File: config.mk
export PLATFORM = sky130hd
export DESIGN_NAME = xfer_responder
export DESIGN_NICKNAME = d
export VERILOG_FILES = /design/src/rtl/xfer_pkg.sv /design/src/rtl/ack_delay_line.sv /design/src/rtl/xfer_responder.sv
export SDC_FILE = /design/constraint.sdc
export NUM_CORES = 1
export LEC_CHECK = 0
export CAP_MARGIN = 15
export CELL_PAD_IN_SITES_DETAIL_PLACEMENT = 0
export CELL_PAD_IN_SITES_GLOBAL_PLACEMENT = 1
export CORE_MARGIN = 3
export CORE_UTILIZATION = 37
export DETAILED_ROUTE_END_ITERATION = 12
export HOLD_SLACK_MARGIN = 0.1
export PLACE_DENSITY_LB_ADDON = 0.3
export SLEW_MARGIN = 20
export SYNTH_ARGS = -nofsm -noshare
export SYNTH_HDL_FRONTEND = slang
export SYNTH_SLANG_ARGS = --single-unit
File: constraint.sdc
create_clock -name clk -period 2 [get_ports clk]
set_input_delay 0.4 -clock clk [delete_from_list [all_inputs] [get_ports clk]]
set_output_delay 0.4 -clock clk [all_outputs]
set_load 0.01 [all_outputs]
File: src/rtl/xfer_pkg.sv
// Shared types and defaults for the transfer responder.
package xfer_pkg;

  typedef enum logic [1:0] {
    IDLE   = 2'd0,
    ACTIVE = 2'd1,
    DRAIN  = 2'd2
  } state_t;

  typedef enum logic [1:0] {
    ST_END  = 2'b00,
    ST_STOP = 2'b01,
    ST_ERR  = 2'b10,
    ST_OVF  = 2'b11
  } status_t;

  typedef struct packed {
    logic    term;
    status_t code;
  } term_t;

  localparam int ACK_LATENCY_DEF = 5;
  localparam int MAX_BEATS_DEF   = 16;
  localparam int ER_MAX_DEF      = 3;

  // Termination priority: er > stop > endd > overflow.
  function automatic term_t term_sel(input logic er, input logic stop,
                                     input logic endd, input logic ovf);
    term_t t;
    t.term = er | stop | endd | ovf;
    if (er)        t.code = ST_ERR;
    else if (stop) t.code = ST_STOP;
    else if (endd) t.code = ST_END;
    else           t.code = ST_OVF;
    return t;
  endfunction

endpackage

File: src/rtl/ack_delay_line.sv
// Fixed-depth valid shift register; async clear drops anything in flight.
module ack_delay_line #(
  parameter int DEPTH = 5
) (
  input  logic clk,
  input  logic rst,
  input  logic din,
  output logic dout
);

  logic [DEPTH-1:0] vld_pipe;

  always_ff @(posedge clk or posedge rst) begin
    if (rst) begin
      vld_pipe <= '0;
    end else begin
      vld_pipe[0] <= din;
      for (int i = 1; i < DEPTH; i++) vld_pipe[i] <= vld_pipe[i-1];
    end
  end

  assign dout = vld_pipe[DEPTH-1];

endmodule

File: src/rtl/xfer_responder.sv
// Target side of the start/ready/end handshake plus delayed req/ack channel.
module xfer_responder
  import xfer_pkg::*;
#(
  parameter  int ACK_LATENCY = ACK_LATENCY_DEF,
  parameter  int MAX_BEATS   = MAX_BEATS_DEF,
  parameter  int ER_MAX      = ER_MAX_DEF,
  localparam int BEAT_W      = $clog2(MAX_BEATS + 1)
) (
  input  logic              clk,
  input  logic              rst,
  input  logic              start,
  input  logic              endd,
  input  logic              stop,
  input  logic              er,
  input  logic              rt,
  input  logic              req,
  output logic              rdy,
  output logic              enable,
  output logic              interrupt,
  output logic              status_valid,
  output logic [1:0]        status,
  output logic [BEAT_W-1:0] beats,
  output logic              ack,
  output logic              proto_err
);

  localparam int ER_W = $clog2(ER_MAX + 2);

  state_t            state, state_nx;
  status_t           status_q, status_nx;
  logic [BEAT_W-1:0] beats_q, beats_nx, beats_inc;
  logic              enable_q;
  logic [ER_W-1:0]   er_run;
  logic              ovf;
  term_t             term;

  assign beats_inc = beats_q + BEAT_W'(enable);
  assign ovf       = enable && (beats_inc == BEAT_W'(MAX_BEATS));
  assign term      = term_sel(er, stop, endd, ovf);

  always_ff @(posedge clk or posedge rst) begin
    if (rst) begin
      state    <= IDLE;
      beats_q  <= '0;
      status_q <= ST_END;
    end else begin
      state    <= state_nx;
      beats_q  <= beats_nx;
      status_q <= status_nx;
    end
  end

  // A terminating beat is still counted; overflow lands exactly on MAX_BEATS.
  always_comb begin
    state_nx  = state;
    beats_nx  = beats_q;
    status_nx = status_q;
    case (state)
      IDLE: if (start) begin
        state_nx = ACTIVE;
        beats_nx = '0;
      end
      ACTIVE: begin
        beats_nx = beats_inc;
        if (term.term) begin
          state_nx  = DRAIN;
          status_nx = term.code;
        end
      end
      DRAIN:   state_nx = IDLE;
      default: state_nx = IDLE;
    endcase
  end

  always_comb begin
    rdy          = (state == ACTIVE);
    status_valid = (state == DRAIN);
    interrupt    = (state == DRAIN);
    enable       = enable_q & ~rt;
    status       = status_q;
    beats        = beats_q;
  end

  always_ff @(posedge clk or posedge rst) begin
    if (rst) enable_q <= 1'b0;
    else     enable_q <= 1'b1;
  end

  // er_run saturates one past ER_MAX so a long burst cannot wrap.
  always_ff @(posedge clk or posedge rst) begin
    if (rst) begin
      er_run    <= '0;
      proto_err <= 1'b0;
    end else if (er) begin
      if (er_run == ER_W'(ER_MAX))     proto_err <= 1'b1;
      if (er_run != ER_W'(ER_MAX + 1)) er_run <= er_run + 1'b1;
    end else begin
      er_run <= '0;
    end
  end

  ack_delay_line #(.DEPTH(ACK_LATENCY)) u_ack (
    .clk  (clk),
    .rst  (rst),
    .din  (req),
    .dout (ack)
  );

endmodule

# == Yosys cells after proc, flatten, opt, wreduce, memory -nomap -nowiden ==
# Index checks and enable logic that the tools add are counted.
# totals
output_inout_bits,13
mem_bits_ro,0
in_bits,8
ramBits,0
word_cells,39
register_bits,19
latch_bits,0
mem_count,0
# op_classes
mux,10
order_cmp,0
mul,0
n_shift,0
eq_ne,8
n_bitwise,5
n_addsub,2
n_reduce_logical,7
div,0
# ops
cell,n
2-bit 2-to-1 mux,5
5-bit one-hot mux with 2 select lines,1
2-bit AND reduction,4
3-bit 2-to-1 mux,2
5-bit by 1-bit adder with 5-bit output,1
5-bit == test (second input constant),1
5-bit 2-to-1 mux,1
2-bit by 1-bit inequality test with 1-bit output (second input constant),2
2-bit one-hot mux with 2 select lines,1
3-bit by 1-bit adder with 3-bit output (second input constant),1
3-bit by 2-bit == test with 1-bit output (second input constant),1
3-bit inequality test (second input constant),1
1-bit OR,3
2-bit by 1-bit == test with 1-bit output (second input constant),1
2-bit == test (second input constant),1
2-bit zero test,1
2-bit inequality test (second input constant),1
2-bit nonzero test,1
1-bit AND,1
1-bit logical AND,1
1-bit NOT,1

# == Logic depth before layout (Yosys ltp) ==
# Gate-level depths: netlist of run 1.
# logic_depth
word_depth,8
depth_mapped,7
mapped_depth_nobuf,7

# == Modules after synthesis ==
# A second synthesis of run 1 with hierarchy kept.
# hier_totals
cells_unflattened,85
hier_area_um2,888.4
# modules_own_cells
mod,cells_per_inst,area_each_um2,seq_area_each_um2,instances
xfer_responder,79,759.5,350.3,1
ack_delay_line,6,128.9,125.1,1

# == Worst setup path before layout of run 1 ==
# OpenSTA, ideal clock, no wires.
# synth_timing
path_kind,input-to-reg
from,in rt
to,reg state[0]
stages,7
slack_ps,77
t_arrival_ps,1803
n_path_buf,0
t_required_ps,1880
setup_ps,120
cell_sequence,and2b_2 > ha_1 > ha_1 > xnor2_1 > nor3b_2 > o2111ai_2 > a31o_1
# synth_via
elab_chain_cells,8
# synth_lines
element,line,rtl
from (decl),xfer_responder.sv:16,"input logic rt,"
1-bit NOT (*),xfer_responder.sv:80,enable = enable_q & ~rt;
1-bit AND (*),xfer_responder.sv:80,
5-bit by 1-bit adder with 5-bit output,xfer_responder.sv:38,assign beats_inc = beats_q + BEAT_W'(enable);
5-bit == test,xfer_responder.sv:39,assign ovf = enable && (beats_inc == BEAT_W'(MAX_BEATS));
1-bit logical AND (*),xfer_responder.sv:39,
1-bit OR (*),xfer_pkg.sv:30,t.term = er | stop | endd | ovf;
2-bit by 1-bit inequality test with 1-bit output (no source line) (*),-,
2-bit AND reduction (no source line) (*),-,
to (signal assigned),xfer_responder.sv:48,state <= state_nx;
to (decl),xfer_responder.sv:30,"state_t state, state_nx;"
# Mark *: on every way between the ends. The rest lies on a longest branch, timed or not.
# A chain may end at the register's enable or synchronous reset.

# == Worst setup path after layout of run 1 ==
# layout_timing
from,reg state[1]
to,out rdy
# layout_via
elab_chain_cells,1
# layout_lines
element,line,rtl
2-bit by 1-bit == test with 1-bit output,xfer_responder.sv:77,rdy = (state == ACTIVE);
to (decl),xfer_responder.sv:18,"output logic rdy,"
# Every way passes these cells.

==> impl_metrics.csv, run 1 <==
group,metric,value,unit
run_status,outcome,"finished clean",
finish,final_layout_size_suffix_gt1_frac,0.221,
yosys,synth-main-ff-cell,"dfrtp_1",
sta,slew_viol_final,0,
worst_setup_path,slowest_stage,"clkdlybuf4s50_1",
placed_design,postPlaceCellArea,1150,µm²
run,drv_cap,0,
power,power_frac_comb,0.322,
global_route,grt_max_degree,20,
global_route,grt_pass1_wl,2790,µm
power,p_sw,316,µW
power,p_clk_frac,0.184,
sta,clock_skew,3.36,ps
die,die_y,55,µm
power,finalPower,1030,µW
clock_tree,clk_latency,290,ps
yosys,synth_top_area_frac,0.535,
detailed_routing,top_layer,"met4",
clock_tree,cts.clk_slew.worst_paths,100,ps
power,ir_worst_vdd,0.552,mV
placed_design,hpwl,1210,µm
detailed_routing,wl_met3,91,µm
worst_hold_path,min_path_cells,0,
detailed_routing,wire_per_inst,12.5,µm
yosys,syn_area,888,µm²
yosys,synth_cell_type_count,28,
power,p_int,718,µW
placed_design,gp_routability_congestion,0.815,
yosys,synth_edf_count,0,
die,core,2250,µm²
global_route,grt_antenna_before_repair,0,
sta,clock.fmax,519,MHz
worst_setup_path,crit_cells,2,
power,leakagePower,0.000548,µW
worst_setup_path,cp.required,1600,ps
finish,stdcell_area,1230,µm²
worst_setup_path,end_kind,"output port",
die,ios,21,
detailed_routing,wirelength,1640,µm
detailed_routing,vias_per_cell,4.95,
detailed_routing,drc_errors,0,
sta,hold_viol,0,
yosys,ys_warn_count,0,
detailed_routing,antenna_left,0,
sta,period_share,0.963,
yosys,syn_nets,88,
yosys,yosys-top-cells-area,"dfrtp_1 (54%), ha_1 (7.0%), a22o_1 (4.9%)",
detailed_routing,vias,654,
global_route,gr-usage-all-layers,0.131,
placed_design,portBuffers,20,
worst_setup_path,path_cells,"and2b_2, clkdlybuf4s50_1",
finish,n_antenna_cell,0,
finish,area_delta_synth_final,38.3,%
finish,layout_common_cells,"dfrtp_1 (18), clkdlybuf4s50_1 (18), buf_4 (7)",
sta,fin_crit,1930,ps
clock_tree,cts_root_buf,"clkbuf_4",
worst_setup_path,worstSetupPathType,"register to output port",
worst_setup_path,reg2reg_depth,7,
clock_tree,max-clock-path-buffers,2,
detailed_routing,drtIter0Drc,1,
yosys,syn-instance-count,75,
power,pwr-share-seq,0.494,
sta,rsz0062_at_grt,"false",
worst_setup_path,worstPathArrival,1530,ps
worst_hold_path,hold_class,"register to register",
power,powerDensity,841,nW/µm²
clock_tree,htreeDepth,1,
global_route,grt_pass1_vias,661,
clock_tree,cts_tree,"yes",
worst_setup_path,startpoint_type,"register",
worst_setup_path,cp_top_family,"buffers and inverters",
clock_tree,cts_made_buffers,3,
yosys,ys_ff_latch,19,
yosys,syn_avg_cell_area,11.8,µm²
die,die_area,3030,µm²
clock_tree,cts-hold-fix-buffers,0,
finish,fin_nets,118,
worst_setup_path,crit_path_max_fanout,7,
yosys,async_flop_share,1.00,
detailed_routing,met1Wirelength,696,µm
detailed_routing,route.met2.wl,841,µm
worst_setup_path,cp_num_buf_inv,1,
die,initial_core_util,0.394,
sta,final-setup-viol-count,0,
worst_setup_path,cp_slowest_stage_delay,530,ps
yosys,yosys.area.top_type,"dfrtp_1",
die,fp.dieW,55,µm
detailed_routing,firstDrtPassIters,3,
power,switching_share,0.305,
clock_tree,cts.sinks,19,
sta,fin_tns_setup,0,ps
yosys,synth_seq_area_share,0.535,
die,rows,17,
global_route,overflow,0,
## cell usage after synthesis, types with 2 or more instances
cell      number
nor2b_1        2
nand3_1        2
o21ai_0        3
nor3_1         3
dfrtp_1       19
a21oi_1        2
ha_1           5
nand2_1        2
a22o_1         5
nor2_1         4
inv_1          4
and2b_2        2
a21o_1         3
xnor2_1        3
a21boi_0       3
## final cells by class
| class | instances | area (µm²) |
|---|---|---|
| clock buffer | 4 | 26.3 |
| tap | 28 | 35.0 |
| inverter | 4 | 15.0 |
| fill | 218 | 1030 |
| timing repair buffer | 27 | 254 |
| sequential | 19 | 477 |
| multi-input combinational | 50 | 422 |
## worst paths after layout
kind	startpoint	to	slack (ps)
setup / recovery	state[1]$_DFFE_PP0P_	rdy	70
hold / removal	u_ack.vld_pipe[3]$_DFF_PP0_	u_ack.vld_pipe[4]$_DFF_PP0_	360
setup reg to reg	enable_q$_DFF_PP0_	state[0]$_DFFE_PP0P_	250
hold reg to reg	u_ack.vld_pipe[3]$_DFF_PP0_	u_ack.vld_pipe[4]$_DFF_PP0_	360
max in group asynchronous	rst	state[1]$_DFFE_PP0P_	1370
min in group asynchronous	rst	u_ack.vld_pipe[4]$_DFF_PP0_	410
## worst reg2reg max path, stage by stage (launching register included)
cell and delay, ps:
dfrtp_1 380, and2b_2 220, ha_4 170, ha_4 160
xnor2_2 130, nor3b_2 210, o2111ai_2 190, a31o_1 210
## repair_timing
item                       4_1_cts  5_1_grt
setup endpoints to repair        3        7
resized for setup                3        7
buffers inserted                 1        0
pin swaps                        2        4
## logic make-up after synthesis
family / share of synthesized area
DFF: 0.535
muxes: 0.0127
and+or+nand+nor: 0.139
other: 0.00422
buffers and inverters: 0.0380
adders and majority gates: 0.0704
xor gates and xnor gates: 0.0296
AOI/OAI and AO/OA: 0.170
## sequential cells by signal (all words and copies together), names as in the netlist
name	flops
state	2
proto_err	1
er_run	3
u_ack.vld_pipe	5
enable_q	1
status	2
beats	5
## through the flow
step | hold WS [ps] | instances | setup slack (ps) | utilization
floorplan | 331 | 75 | 77.3 | -
global placement | 335 | 127 | -314 | 0.510
detailed placement | 339 | 127 | -388 | 0.510
CTS | 364 | 132 | 7.70 | 0.529
global route | 375 | 132 | 13.4 | 0.545
finish | 361 | 132 | 73.4 | 0.545
## metal layers
metal  GRT usage  up-vias
met1       0.153      319
met5           0        -
met2       0.213       12
met4      0.0526        0
li1            -      321
met3      0.0536        2
## power by group through the flow
stage	Sequential (µW)	Combinational, µW	Clock (µW)
after global routing	523	382	211
final	511	333	190
after detailed placement	514	323	0
after global placement	511	316	0
after CTS	506	331	202
after floorplan	518	175	0
No activity file was read; power rests on OpenSTA's default activity.
==> run 2, diff against run 1 <==
- ABC_AREA: not set -> 0
- SLEW_MARGIN: 20 -> not set
==> results of run 2 <==
No change in the layout: final DEF, timing and power equal those of run 1.
==> run 3, diff against run 2 <==
- CELL_PAD_IN_SITES_DETAIL_PLACEMENT: 0 -> not set
- CELL_PAD_IN_SITES_GLOBAL_PLACEMENT: 1 -> not set
- CORE_UTILIZATION: 37 -> 47
==> run 3 against run 2 <==
Clock-buffer cell count shrank 1. Sequential power about the same. Flip-flop and latch count did not move. Sequential share of layout area is 0.096 points higher. Via count fell by 2.6%. Clock skew grew 3.6 ps. Wire length shrank 4.7%. Utilization is 15 points higher.
==> impl_metrics.csv, run 3 (same netlist as run 1, synthesis figures left out) <==
group,metric,value,unit
global_route,grt_max_degree,20,
sta,clock.fmax,518,MHz
worst_setup_path,r2r_start,"enable_q$_DFF_PP0_",
sta,whs,357,ps
detailed_routing,drc_errors,0,
clock_tree,cts-hold-fix-buffers,0,
power,pwr-share-seq,0.498,
global_route,gr-usage-all-layers,0.135,
sta,fin_ws,69.0,ps
worst_hold_path,hold_class,"register to register",
sta,rsz0062_at_grt,"false",
clock_tree,max-clock-path-buffers,2,
die,initial_core_util,0.504,
worst_setup_path,worstSetupPathType,"register to output port",
detailed_routing,vias_per_cell,4.90,
power,leakagePower,0.000555,µW
clock_tree,cts_made_buffers,3,
sta,clock_skew,7.01,ps
global_route,grt_antenna_before_repair,0,
finish,final_layout_size_suffix_gt1_frac,0.210,
power,p_sw,313,µW
worst_setup_path,reg2reg_depth,7,
die,die_area,2450,µm²
sta,period_share,0.965,
die,rows,15,
global_route,overflow,0,
clock_tree,htreeDepth,1,
worst_setup_path,cp.required,1600,ps
worst_setup_path,crit_path_max_fanout,7,
detailed_routing,drtIter0Drc,8,
finish,fin_nets,119,
die,ios,21,
finish,multi_input_area,412,µm²
clock_tree,cts.clk_slew.worst_paths,110,ps
finish,stdcell_area,1220,µm²
finish,n_fill_cell,143,
global_route,grt_pass1_wl,2510,µm
worst_setup_path,startpoint_type,"register",
clock_tree,cts.sinks,19,
sta,hold_viol,0,
clock_tree,cts_root_buf,"clkbuf_4",
clock_tree,cts_tree,"yes",
worst_hold_path,min_path_cells,0,
sta,final-setup-viol-count,0,
finish,n_antenna_cell,0,
placed_design,pre_cts_slack,-393,ps
power,power_frac_comb,0.322,
die,fp.dieW,49.5,µm
worst_hold_path,min-delay-start,"u_ack.vld_pipe[2]$_DFF_PP0_",
global_route,grt_pass1_vias,606,
placed_design,hpwl,1190,µm
run_status,outcome,"finished clean",
power,switching_share,0.305,
detailed_routing,wirelength,1570,µm
run,drv_cap,0,
power,powerDensity,838,nW/µm²
sta,fin_tns_setup,0,ps
worst_setup_path,worstPathArrival,1530,ps
finish,layout_common_cells,"dfrtp_1 (19), clkdlybuf4s50_1 (18), buf_4 (8)",
detailed_routing,antenna_left,0,
detailed_routing,vias,637,
finish,layout_commonest_cell,"dfrtp_1",
worst_setup_path,reg2reg_setup_slack,210,ps
placed_design,postPlaceCellArea,1150,µm²
sta,fin_crit,1930,ps
placed_design,portBuffers,20,
finish,regArea,475,µm²
detailed_routing,firstDrtPassIters,4,
placed_design,gp_routability_congestion,0.780,
power,ir_worst_vdd,0.766,mV
worst_setup_path,cp-startpoint,"state[1]$_DFFE_PP0P_",
sta,slew_viol_final,0,
power,p_clk_frac,0.180,
finish,area_delta_synth_final,37.6,%
power,p_int,712,µW
die,core,1760,µm²
worst_setup_path,end_kind,"output port",
detailed_routing,wire_per_inst,12.0,µm
die,die_y,49.5,µm
clock_tree,clk_latency,290,ps
## run 3: changes by cell type in the layout (fill, tap and decap cells not counted)
cell / previous run / this run
nor2b_2: 1 / 0
xnor2_1: 1 / 2
xnor2_2: 2 / 1
clkbuf_1: 1 / 0
dfrtp_2: 1 / 0
buf_4: 7 / 8
clkinv_2: 0 / 1
nor2b_1: 1 / 2
dfrtp_1: 18 / 19
## run 3: cell type report
cell class,count,share of cell area
Sequential cell,19,0.389
Multi-Input combinational cell,50,0.337
Timing Repair Buffer,28,0.214
Tap cell,25,0.0256
Clock buffer,3,0.0184
Inverter,4,0.0123
Clock inverter,1,0.00409
## run 3: worst max-delay path, stage by stage, from the launching register on
cell	delay [ps]
dfrtp_1	450
and2b_2	260
clkdlybuf4s50_1	530
## run 3: power groups by stage
| stage | Combinational (µW) | Clock, µW | Sequential, µW |
|---|---|---|---|
| floorplan | 175 | 0 | 518 |
| global placement | 312 | 0 | 513 |
| finish | 329 | 185 | 510 |
| detailed placement | 318 | 0 | 514 |
| CTS | 326 | 197 | 507 |
| global route | 368 | 205 | 524 |
## run 3: timing repair
action                                  CTS  global route
buffers inserted                          1             0
endpoints found under the hold margin     0             0
resized for setup                         1             6
pin swaps                                 3             4
gates cloned                              0             0
endpoints found under the setup margin    4             4
## run 3: final timing paths
kind	end
setup / recovery	rdy
hold / removal	u_ack.vld_pipe[3]$_DFF_PP0_
setup reg to reg	state[0]$_DFFE_PP0P_
hold reg to reg	u_ack.vld_pipe[3]$_DFF_PP0_
max in group asynchronous	status[1]$_DFFE_PP0P_
min in group asynchronous	beats[3]$_DFFE_PP0P_
## run 3: stage by stage
step | cells | utilization | total power [µW]
3_5_place_dp | 125 | 0.654 | 832
5_1_grt | 130 | 0.693 | 1100
6_report | 130 | 0.693 | 1020
4_1_cts | 130 | 0.673 | 1030
2_1_floorplan | 75 | - | 693
3_3_place_gp | 125 | 0.654 | 824
## run 3: per-layer routing
layer | track usage | vias to the layer above | wire, µm
li1 | - | 326 | -
met1 | 0.169 | 289 | 726
met2 | 0.223 | 20 | 722
met3 | 0.0423 | 2 | 109
met4 | 0.0415 | 0 | 7
met5 | 0 | - | 0
==> RTL edit 1: new RTL, flow settings as in run 2 <==
Set the package constant `ER_MAX_DEF` to 2 (it was 3).
--- a/src/rtl/xfer_pkg.sv
+++ b/src/rtl/xfer_pkg.sv
@@ -21,7 +21,7 @@
 
   localparam int ACK_LATENCY_DEF = 5;
   localparam int MAX_BEATS_DEF   = 16;
-  localparam int ER_MAX_DEF      = 3;
+  localparam int ER_MAX_DEF      = 2;
 
   // Termination priority: er > stop > endd > overflow.
   function automatic term_t term_sel(input logic er, input logic stop,
Formal check against the unedited RTL: not equivalent (Yosys sat finds a counterexample within 4 cycles, from zero or initial values and one cycle with rst high).
==> RTL edit 1 against run 2 <==
Sequential cell count down 1; wire length shrank 5.4%; setup slack gained 0.017 ns; sequential share of layout area fell by 0.68 points; via count decreased by 4.3%; worst hold slack gained 0.0011 ns; clock skew rose by 0.00054 ns; cell count shrank 4.5%; power fell by 9.4%; final area down 3.6%; area after synthesis down 6.5%; first-iteration DRC count rose to 9.0 times the old value; clock power is 16% higher.
==> RTL edit 1: results (changes against run 2) <==
grt_usage_pct: 12.89  # -0.22 points
die_area_mm2: 0.002850  # -5.8%
grt_pass1_wl_um: 2608  # -6.7%
hold_class: "flop to flop"
fmax_ghz: 0.5237  # +0.90%
wl_met2_um: 743  # -12%
hold_end: "u_ack.vld_pipe[3]"
final-nonclk-buf-share_pct: 22.07  # +1.4 points
hold_ws_ns: 0.3620  # +0.001104 ns
outcome: "finished, final reports clean"
synth_fp_nets: 81  # -8.0%
dp_hpwl_um: 1094  # -9.8%
fillCellCount: 203  # -6.9%
synthTopCellsByCount: "dfrtp_1, a22o_1, ha_1, nor2_1, o21ai_0"
clkbuf_count: 4  # unchanged
swShare_pct: 28.09  # -2.5 points
dpl-instance-area_mm2: 0.001099  # -4.5%
vdd_drop_max_v: 0.0004948  # -10%
layoutNonFillerInstCount: 126  # -4.5%
place_congestion: 0.7526  # -7.7%
grt_pass1_vias: 569  # -14%
postSynthAreaPerCell_um2: 12.04  # +1.7%
design.seq.count: 18  # -1
cp.arrival_ns: 1.51  # -0.02 ns
seq_share_pct: 38.12  # -0.68 points
grt_max_degree: 19  # -5.0%
wl_met1_um: 711  # +2.2%
crit_path_end: "rdy"
globalRouteMet3Util_pct: 5.070  # -0.29 points
wl_met3_um: 90  # -1.1%
inverters: 2  # -2
multi_input_area_share_pct: 33.26  # -1.1 points
drt_pass1_iterations: 4  # +1
place_inst: 121  # -4.7%
ys_seq_area_share_pct: 54.22  # +0.70 points
final_nets: 112  # -5.1%
drtIter0Drc: 9  # +8
worstHoldStart: "u_ack.vld_pipe[2]"
critPathMaxStageDelay_ns: 0.53  # about the same
fin_area_mm2: 0.001185  # -3.6%
pre_cts_slack_ns: -0.3722  # +0.01537 ns
drive_above_1_share_pct: 24.24  # +2.1 points
num_antenna_cells: 0  # unchanged
async_reset_ff_share_pct: 100.0  # unchanged
wl_per_cell_um: 12.34  # -0.91%
n_all_buffers: 28  # +3.7%
worstReg2RegEnd: "state[0]"
via_per_inst: 4.968  # +0.28%
gr-usage-met1_pct: 18.10  # +2.8 points
fin_worst_skew_ns: 0.003902  # +0.0005439 ns
area_share_clock_buf_inv_pct: 3.062  # +0.92 points
num-multi-input-gates: 47  # -6.0%
met2_usage_pct: 17.96  # -3.3 points
leakagePower_nw: 0.5272  # -3.8%
cts_max_level: 1  # unchanged
[RTL edit 1: power by group through the flow]
stage	combinational, mW	clock, mW	sequential [mW]
finish	0.258	0.220	0.458
global route	0.288	0.250	0.466
CTS	0.253	0.233	0.454
detailed placement	0.246	0	0.460
global placement	0.246	0	0.458
floorplan	0.123	0	0.464
[RTL edit 1: logic make-up (layout without fill, tap and decap cells)]
kind of cell             Yosys count  after routing  synth area share (%)
buffers and inverters              4             34                 3.163
other                              1              1                0.4514
XOR/XNOR                           3              3                 3.163
flip-flops                        18             18                 54.22
AND/OR/NAND/NOR                   19             19                 14.61
adder cells (fa/ha/maj)            4              4                 6.024
multiplexers                       1              1                 1.355
AO/OA/AOI/OAI                     19             19                 17.02
[RTL edit 1: timing repair]
action,4_1_cts,5_1_grt
gates resized for setup,3,6
pin swaps,3,3
setup buffers,1,0
setup endpoints to repair,3,6
cloned,0,0
==> RTL edit 2: new RTL, config.mk and constraints of run 2 <==
Made on the original files. Make the reset (`rst`) synchronous in 4 clocked blocks. Comments in the files are not updated.
--- a/src/rtl/ack_delay_line.sv
+++ b/src/rtl/ack_delay_line.sv
@@ -10,7 +10,7 @@
 
   logic [DEPTH-1:0] vld_pipe;
 
-  always_ff @(posedge clk or posedge rst) begin
+  always_ff @(posedge clk) begin
     if (rst) begin
       vld_pipe <= '0;
     end else begin
--- a/src/rtl/xfer_responder.sv
+++ b/src/rtl/xfer_responder.sv
@@ -39,7 +39,7 @@
   assign ovf       = enable && (beats_inc == BEAT_W'(MAX_BEATS));
   assign term      = term_sel(er, stop, endd, ovf);
 
-  always_ff @(posedge clk or posedge rst) begin
+  always_ff @(posedge clk) begin
     if (rst) begin
       state    <= IDLE;
       beats_q  <= '0;
@@ -82,13 +82,13 @@
     beats        = beats_q;
   end
 
-  always_ff @(posedge clk or posedge rst) begin
+  always_ff @(posedge clk) begin
     if (rst) enable_q <= 1'b0;
     else     enable_q <= 1'b1;
   end
 
   // er_run saturates one past ER_MAX so a long burst cannot wrap.
-  always_ff @(posedge clk or posedge rst) begin
+  always_ff @(posedge clk) begin
     if (rst) begin
       er_run    <= '0;
       proto_err <= 1'b0;
Check against the original RTL: differs if rst is asserted again (counterexample within 4 cycles, from zero or initial values and one cycle with rst high); with rst held inactive, the same outputs for 10 cycles.
==> RTL edit 2 against run 2 <==
Sequential cell count stayed put; cell count grew 2.3%; area after synthesis fell by 12%; non-clock buffer count shrank 2; wire length fell by 7.7%; count of clock-buffer cells in the layout fell by 1; setup slack got worse by 0.033 ns; via count decreased by 0.92%; worst hold slack gained 0.091 ns; register-to-register slack lost 0.20 ns; first-iteration DRC count grew to 4.0 times the old value; final area down 10%; critical endpoint is now status[0]; largest cell class is now multi-input combinational cells.
Power is not compared: it rests on default switching activity, and its combinational part moved more than twofold at a synthesized area within 25%.
==> RTL edit 2: results (changes against run 2) <==
synth_fp_nets: 96  # +9.1%
synth_area_leaders: "dfxtp_1, ha_1, nor2b_1, nor2_1, a21oi_1"
grt_pass1_wl_um: 2856  # +2.2%
worstHoldStart: "u_ack.vld_pipe[2]"
r2r_cells: 8  # +1
grt_usage_pct: 14.14  # +1.0 points
drtIter0Drc: 4  # +3
fillCellCount: 168  # -23%
synthTopCellsByCount: "dfxtp_1, nor2_1, nor2b_1, a21oi_1"
muxShareOfSynthArea_pct: 1.284  # +0.017 points
dpl-instance-area_mm2: 0.001070  # -7.0%
outcome: "finished, final reports clean"
wl_per_cell_um: 11.24  # -9.8%
synth_compound_area_share_pct: 12.20  # -4.8 points
via_per_inst: 4.800  # -3.1%
reg2reg_slack_ns: 0.05  # -0.20 ns
place_inst: 131  # +3.1%
place_congestion: 0.7579  # -7.0%
grt_max_degree: 12  # -40%
cp.arrival_ns: 2.19  # +0.66 ns
drt_pass1_iterations: 4  # +1
crit_family: "simple AND/OR/NAND/NOR gates"
synth_fa_ha_area_share_pct: 8.026  # +0.98 points
grt_pass1_vias: 666  # +0.76%
fin_worst_skew_ns: 0.001248  # -0.002110 ns
hold_ws_ns: 0.4519  # +0.09103 ns
pre_cts_slack_ns: -0.4680  # -0.08048 ns
synthXorXnorAreaFrac_pct: 4.494  # +1.5 points
final_nets: 124  # +5.1%
reg2reg_from: "enable_q"
whs_path_depth: 1  # +1
critPathMaxStageDelay_ns: 0.46  # -0.07 ns
critPathMaxFanout: 2  # -5
==> RTL edit 2: changes by cell type after synthesis, sizes merged, moves of 4 or more <==
cell / delta
a21oi: +4
a22o: -5
dfrtp: -19
dfxtp: +19
nor2: +5
nor2b: +7
==> RTL edit 2: area by class of cell <==
cell class / count / area, um^2 / area share, %
Clock inverter: 1 / 5.005 / 0.4525
Tap cell: 25 / 31.28 / 2.828
Sequential cell: 19 / 380.4 / 34.39
Clock buffer: 3 / 22.52 / 2.036
Multi-Input combinational cell: 57 / 411.6 / 37.22
Inverter: 5 / 18.77 / 1.697
Timing Repair Buffer: 25 / 236.5 / 21.38
==> RTL edit 2: timing repair <==
| item | in CTS | in global routing |
|---|---|---|
| setup endpoints to repair | 3 | 2 |
| pin swaps | 0 | 1 |
| resized for setup | 2 | 2 |
| cloned | 0 | 0 |
| hold buffers | 0 | 0 |
==> RTL edit 2: cell families after synthesis <==
| group | count (synthesis) |
|---|---|
| fa+ha+maj | 5 |
| buf+inv | 7 |
| xor+xnor | 4 |
| flops | 19 |
| simple gates | 32 |
| compound gates | 15 |
| mux | 1 |
==> RTL edit 2: worst max-delay path by stage <==
stage | from | end | slack [ns] | cells past startpoint
2_1_floorplan | rt | status[0] | -0.04 | 8
3_3_place_gp | rt | status[0] | -0.44 | 9
3_5_place_dp | rt | status[0] | -0.47 | 9
4_1_cts | state[1] | rdy | 0.02 | 3
5_1_grt | enable_q | status[0] | -0.05 | 8
6_report | rt | status[0] | 0.04 | 9
==> RTL edit 2: metal layers <==
layer	up-vias	global-route usage (%)	wire length, um
met5	-	0	0
met4	0	5.240	12
met3	2	4.298	89
met2	17	21.76	672
met1	293	18.44	743
li1	336	-	-
